## config.mk

```make
export PLATFORM = sky130hd
export DESIGN_NAME = inst_fetch
export DESIGN_NICKNAME = d
export VERILOG_FILES = /design/src/rtl/inst_fetch.sv
export SDC_FILE = /design/constraint.sdc
export NUM_CORES = 1
export LEC_CHECK = 0
export ABC_AREA = 1
export BUFFER_PORTS_ARGS = -buffer_cell sky130_fd_sc_hd__buf_2
export CORE_MARGIN = 4
export CORE_UTILIZATION = 54
export DETAILED_ROUTE_END_ITERATION = 16
export PLACE_DENSITY = 0.89
export SLEW_MARGIN = 20
export SYNTH_ARGS = -nofsm -noshare
export SYNTH_HDL_FRONTEND = slang
export SYNTH_SLANG_ARGS = --single-unit
```

## constraint.sdc

```tcl
create_clock -name clk -period 2.6 [get_ports clk]
set_input_delay 0.13 -clock clk [delete_from_list [all_inputs] [get_ports clk]]
set_output_delay 0.13 -clock clk [all_outputs]
set_load 0.005 [all_outputs]
```

## src/rtl/inst_fetch.sv

```systemverilog
// Instruction fetch stage: program counter, instruction-memory addressing and the
// instruction register that feeds the decoder. Branch controls coming back from
// the decoder (BS/PS) and the zero flag redirect the PC; the wrong-path word is
// replaced by a NOP bubble so a taken branch costs exactly one cycle.
module inst_fetch #(
    parameter int              PC_W     = 8,
    parameter logic [PC_W-1:0] RESET_PC = '0
) (
    input  logic            clk,
    input  logic            rst_n,
    input  logic            stall,
    input  logic [1:0]      BS,
    input  logic            PS,
    input  logic            Z,
    input  logic [PC_W-1:0] jump_addr,
    output logic [PC_W-1:0] imem_addr,
    input  logic [16:0]     imem_rdata,
    output logic [16:0]     Instruction_out,
    output logic [PC_W-1:0] ir_pc,
    output logic            ir_valid,
    output logic            redirect
);

    // Branch-select encodings driven by the decoder.
    localparam logic [1:0] BS_INC  = 2'b00;
    localparam logic [1:0] BS_COND = 2'b01;
    localparam logic [1:0] BS_JREG = 2'b10;
    localparam logic [1:0] BS_JREL = 2'b11;

    logic [PC_W-1:0] pc_q, pc_d;
    logic [16:0]     ir_q, ir_d;
    logic [PC_W-1:0] ir_pc_q, ir_pc_d;
    logic            ir_valid_q, ir_valid_d;

    logic            taken;
    logic [PC_W-1:0] offset;
    logic [PC_W-1:0] target;

    // Relative offset is the signed 9-bit field of the IR word, fitted to the PC width.
    // Narrow PCs simply keep the low bits, which gives the same result modulo 2^PC_W.
    generate
        if (PC_W > 9) begin : g_off_sext
            assign offset = {{(PC_W-9){ir_q[8]}}, ir_q[8:0]};
        end else if (PC_W == 9) begin : g_off_exact
            assign offset = ir_q[8:0];
        end else begin : g_off_trunc
            assign offset = ir_q[PC_W-1:0];
        end
    endgenerate

    // Decide whether the instruction in the IR is a taken branch.
    always_comb begin
        taken = 1'b0;
        case (BS)
            BS_INC:  taken = 1'b0;
            BS_COND: taken = Z ^ PS;
            BS_JREG: taken = 1'b1;
            BS_JREL: taken = 1'b1;
            default: taken = 1'b0;
        endcase
    end

    // Register jumps take the A operand; relative branches are based on the IR's own address.
    assign target = (BS == BS_JREG) ? jump_addr : (ir_pc_q + offset);

    // A bubble never branches, and a stalled branch waits for the first free edge.
    assign redirect = ir_valid_q & taken & ~stall;

    // Next-state selection: stall holds everything, redirect inserts a bubble, else fetch.
    always_comb begin
        pc_d       = pc_q;
        ir_d       = ir_q;
        ir_pc_d    = ir_pc_q;
        ir_valid_d = ir_valid_q;
        if (stall) begin
            pc_d       = pc_q;
        end else if (redirect) begin
            pc_d       = target;
            ir_d       = 17'h0;
            ir_valid_d = 1'b0;
        end else begin
            ir_d       = imem_rdata;
            ir_pc_d    = pc_q;
            ir_valid_d = 1'b1;
            pc_d       = pc_q + PC_W'(1);
        end
    end

    // Fetch state registers; reset acts immediately, without waiting for a clock edge.
    always_ff @(posedge clk or negedge rst_n) begin
        if (!rst_n) begin
            pc_q       <= RESET_PC;
            ir_q       <= 17'h0;
            ir_pc_q    <= '0;
            ir_valid_q <= 1'b0;
        end else begin
            pc_q       <= pc_d;
            ir_q       <= ir_d;
            ir_pc_q    <= ir_pc_d;
            ir_valid_q <= ir_valid_d;
        end
    end

    assign imem_addr       = pc_q;
    assign Instruction_out = ir_q;
    assign ir_pc           = ir_pc_q;
    assign ir_valid        = ir_valid_q;

endmodule

```

Word-level counts from Yosys, hierarchy flattened
Cells that the tools add are included.
- logic and storage cells: 22
- flip-flop bits (word level): 34
- equality and inequality tests: 3
- add/sub/neg operators: 2
- bitwise logic cells: 5
- muxes and demuxes: 5
- reductions and logical operators: 3
- operators by type and width (kind ; count):
    $mux 17 ; 1
    $mux 8 ; 2
    $add 8x1->8 const B ; 1
    $add 8x8->8 ; 1
    $eq 2x2->1 const B ; 2
    $pmux 1 s3 ; 1
    $and 1x1->1 ; 2
    $eq 2x1->1 const B ; 1
    $logic_not 2->1 ; 1
    $not 1->1 ; 2
    $reduce_and 2->1 ; 1
    $reduce_or 2->1 ; 1
    $mux 1 ; 1
    $xor 1x1->1 ; 1

Depth between registers and ports, before layout
- depth in word-level cells: 7
- gate-level depth with buffers: 12
- gate-level depth less buffers: 12

Worst setup path before layout
Ideal clock, no wire load.
- path type: register -> register
- start: register ir_pc_q[0], in the netlist ir_pc[0]
- end: register pc_q[6], in the netlist imem_addr[6]
- cell stages (with the launch flop): 12
- setup time: 116 ps
- setup slack: 1023 ps
- period minus slack after synthesis: 1577 ps
- data required time: 2484 ps
- arrival: 1461 ps
- buffers on the path: 0
- cell sequence: dfrtp_1 ha_1 inv_1 fa_1 inv_1 nand2_1 nand2_1 nand3b_1 nand3_1 nand3_1 nand2_1 nand2_1
- cells in the longest elaborated chain, start to end: 3
- ends and longest elaborated chain (element ; RTL line ; RTL):
    start, declared ; 32 ; logic [PC_W-1:0] ir_pc_q, ir_pc_d;
    start signal, assigned ; 99 ; ir_pc_q <= ir_pc_d;
    $add 8x8->8 ; 64 ; assign target = (BS == BS_JREG) ? jump_addr : (ir_pc_q + offset);
    $mux 8 ; 64 ;
    $mux 8 ; 77 ; end else if (redirect) begin
    end signal, assigned ; 97 ; pc_q <= pc_d;
    end, declared ; 30 ; logic [PC_W-1:0] pc_q, pc_d;
No other way between the ends.
A chain may end at the register's enable or synchronous reset.

Worst setup path in the final report
Ends and elaborated chain as after synthesis.

==> flow_summary.json <==
{
  "outcome": "complete, no violations",
  "cts_sinks": 34,
  "critPathLaunchType": "register",
  "p_sw_mw": 0.793,
  "synthCells": 254,
  "cp_common_cell": "nand2_1",
  "ios": 67,
  "grtUsageTotal": 0.237,
  "stdcell_area_sq_um": 2450,
  "grt_pass1_vias": 1864,
  "period_minus_slack_ps": 1720,
  "peakVddDrop_v": 0.000685,
  "multi_input_area_sq_um": 966,
  "drtIter0Drc": 125,
  "hpwlAfterDp_microns": 3440,
  "firstDrtPassIters": 4,
  "syn-num-nets": 295,
  "cp.required_ps": 2850,
  "synthXorXnorAreaFrac": 0.0269,
  "nNetsFinal": 365,
  "powerDensity_nw_per_um2": 874,
  "num_rows": 21,
  "ys.warnings.count": 0,
  "fillerInstances": 283,
  "ys_async_sr_fraction": 1.00,
  "synth_mux_area_frac": 0,
  "drv_cap": 0,
  "drive_above_1_share": 0.262,
  "avgViaCountPerCell": 5.08,
  "ant_nets": 0,
  "cts-htree-levels": 2,
  "fmax_mhz": 581,
  "p_leak_nw": 1.41,
  "initial_core_util": 0.572,
  "p_int_mw": 1.35,
  "synth_top_family_by_area": "simple AND/OR/NAND/NOR gates",
  "vias": 1885,
  "routedWlPerCell_microns": 13.4,
  "grt_max_degree": 35,
  "core_area_sq_um": 3420,
  "numCtsBuffers": 5,
  "dieArea_sq_um": 4650,
  "place_area_sq_um": 2290,
  "critPathMaxFanout": 3,
  "setup_violations": 0,
  "rsz0062_at_grt": "no",
  "tns_ps": 0,
  "pwr-share-comb": 0.387,
  "r2r_cells": 11,
  "routed_wl_microns": 4980,
  "worstPathCellList": "ha_1, inv_1, fa_1, inv_1, nand2_1, nand2_1, nand3b_1, nand3_1, nand3_1, nand2_1, nand2_1",
  "synthAdderAreaFrac": 0.0615,
  "instances_no_fill": 371,
  "synth-edff-count": 0,
  "cts.clk_slew.worst_paths_ps": 110,
  "synth_compound_area_frac": 0.0461,
  "dp_cells": 358,
  "period_share": 0.662,
  "die_y_microns": 68.2,
  "rrSetupSlack_ps": 880,
  "arrival_ps": 1970,
  "avgSynthCellArea_sq_um": 7.69,
  "insertion_delay_ps": 350,
  "synth-seq-area-share": 0.435,
  "fin_skew_ps": 6.80,
  "hold_path.class": "in -> reg",
  "synth_seq_cells": 34,
  "cts_tree": "built",
  "finalPower_mw": 2.14,
  "synth.distinct_cells": 28,
  "die_x_microns": 68.2,
  "ys.flop_type": "dfrtp_1",
  "relSlewSlack": 0.485,
  "cts_buffer_depth": 2,
  "syn_area_sq_um": 1950,
  "place_congestion": 0.913,
  "synth-simple-area-share": 0.360,
  "cts_root_buf": "clkbuf_4",
  "final-hold-violation-count": 0,
  "min_path_cells": 3,
  "drc": 0,
  "final-seq-area_sq_um": 851,
  "cp-end-kind": "register",
  "slowest_delay_ps": 400,
  "p_seq_frac": 0.374,
  "io_buffers": 66,
  "critPathKind": "reg -> reg",
  "antenna_found_initial": 0,
  "insertedDiodeCount": 0,
  "p_sw_frac": 0.370,
  "cp_slowest_cell": "dfrtp_1",
  "syn_to_final_growth_pct": 25.5,
  "power_frac_clock": 0.239,
  "tightest_slew_ps": 773,
  "overflow": 0,
  "grt_pass1_wl_microns": 8070,
  "slew_violations": 0
}
[cells by family (layout without fill, tap and decap cells)]
logic type,count (synthesis),in the layout
flip-flops,34,34
buffers and inverters,31,102
AO/OA/AOI/OAI,15,15
AND/OR/NAND/NOR,159,159
XOR/XNOR,6,6
adder cells (fa/ha/maj),9,9
[flip-flops by register name, summed over array words and instances, names as in the netlist]
register	flops
Instruction_out	17
ir_valid	1
ir_pc	8
imem_addr	8
[layout make-up]
type	count	share of cell area
multi-input combinational	189	0.394
sequential	34	0.347
timing repair buffer	71	0.155
inverter	23	0.0357
clock inverter	2	0.0245
tap	46	0.0235
clock buffer	6	0.0209
[metrics by stage]
step           hold slack [ps]  setup WS, ps  utilization
2_1_floorplan             -166          1020            -
3_3_place_gp               239           972        0.671
3_5_place_dp               241           904        0.671
4_1_cts                  0.457           880        0.712
5_1_grt                   7.20           742        0.718
6_report                  7.62           879        0.718
[worst max-delay path, delay by kind of cell, from the launching register on]
| kind | cells | cell delay [ps] |
|---|---|---|
| adders and majority gates | 2 | 590 |
| DFF | 1 | 400 |
| and+or+nand+nor | 7 | 510 |
| buffers and inverters | 2 | 130 |
[timing repair]
item	CTS	global route
gates resized for setup	0	0
endpoints found under the hold margin	36	2
buffers inserted	0	0
hold buffers	3	2
[cells in the mapped netlist, types with 3 or more instances]
cell type	count	area (sq um)
xor2_1	5	43.8
buf_2	4	20.0
inv_1	19	71.3
inv_2	3	11.3
dfrtp_1	34	851
ha_1	8	100
o21ai_1	8	40.0
a21oi_1	3	15.0
or2_1	4	25.0
nand2_1	93	349
nand3_1	38	190
nor2_1	13	48.8
[path summary, 6_finish.rpt]
kind / startpoint / endpoint
setup / recovery: ir_pc[0] / imem_addr[6]
hold / removal: imem_rdata[15] / Instruction_out[15]
setup reg to reg: ir_pc[0] / imem_addr[6]
hold reg to reg: Instruction_out[11] / Instruction_out[11]
max in group asynchronous: rst_n / ir_pc[2]
min in group asynchronous: rst_n / Instruction_out[5]
[metal layers]
metal  wire, microns  vias up  track usage
li1                -      949            -
met1            2120      872        0.284
met2            2490       55        0.398
met3             279        9       0.0443
met4              86        0        0.129
met5               0        -            0
[placed cells by master (no fill, tap or decap), types with 3 or more instances in the layout]
cell type	n
a21oi_1	3
buf_2	66
clkbuf_4	5
dfrtp_1	34
dlygate4sd3_1	5
ha_1	8
inv_1	19
inv_2	3
nand2_1	93
nand3_1	38
nor2_1	13
o21ai_1	8
or2_1	4
xor2_1	5
[power groups by stage]
stage,clock [mW],combinational (mW),sequential (mW)
2_1_floorplan,0,0.518,0.805
3_3_place_gp,0,0.792,0.803
3_5_place_dp,0,0.813,0.808
4_1_cts,0.518,0.829,0.798
5_1_grt,0.543,0.952,0.820
6_report,0.512,0.830,0.802
Power figures use the tool's default switching activity.
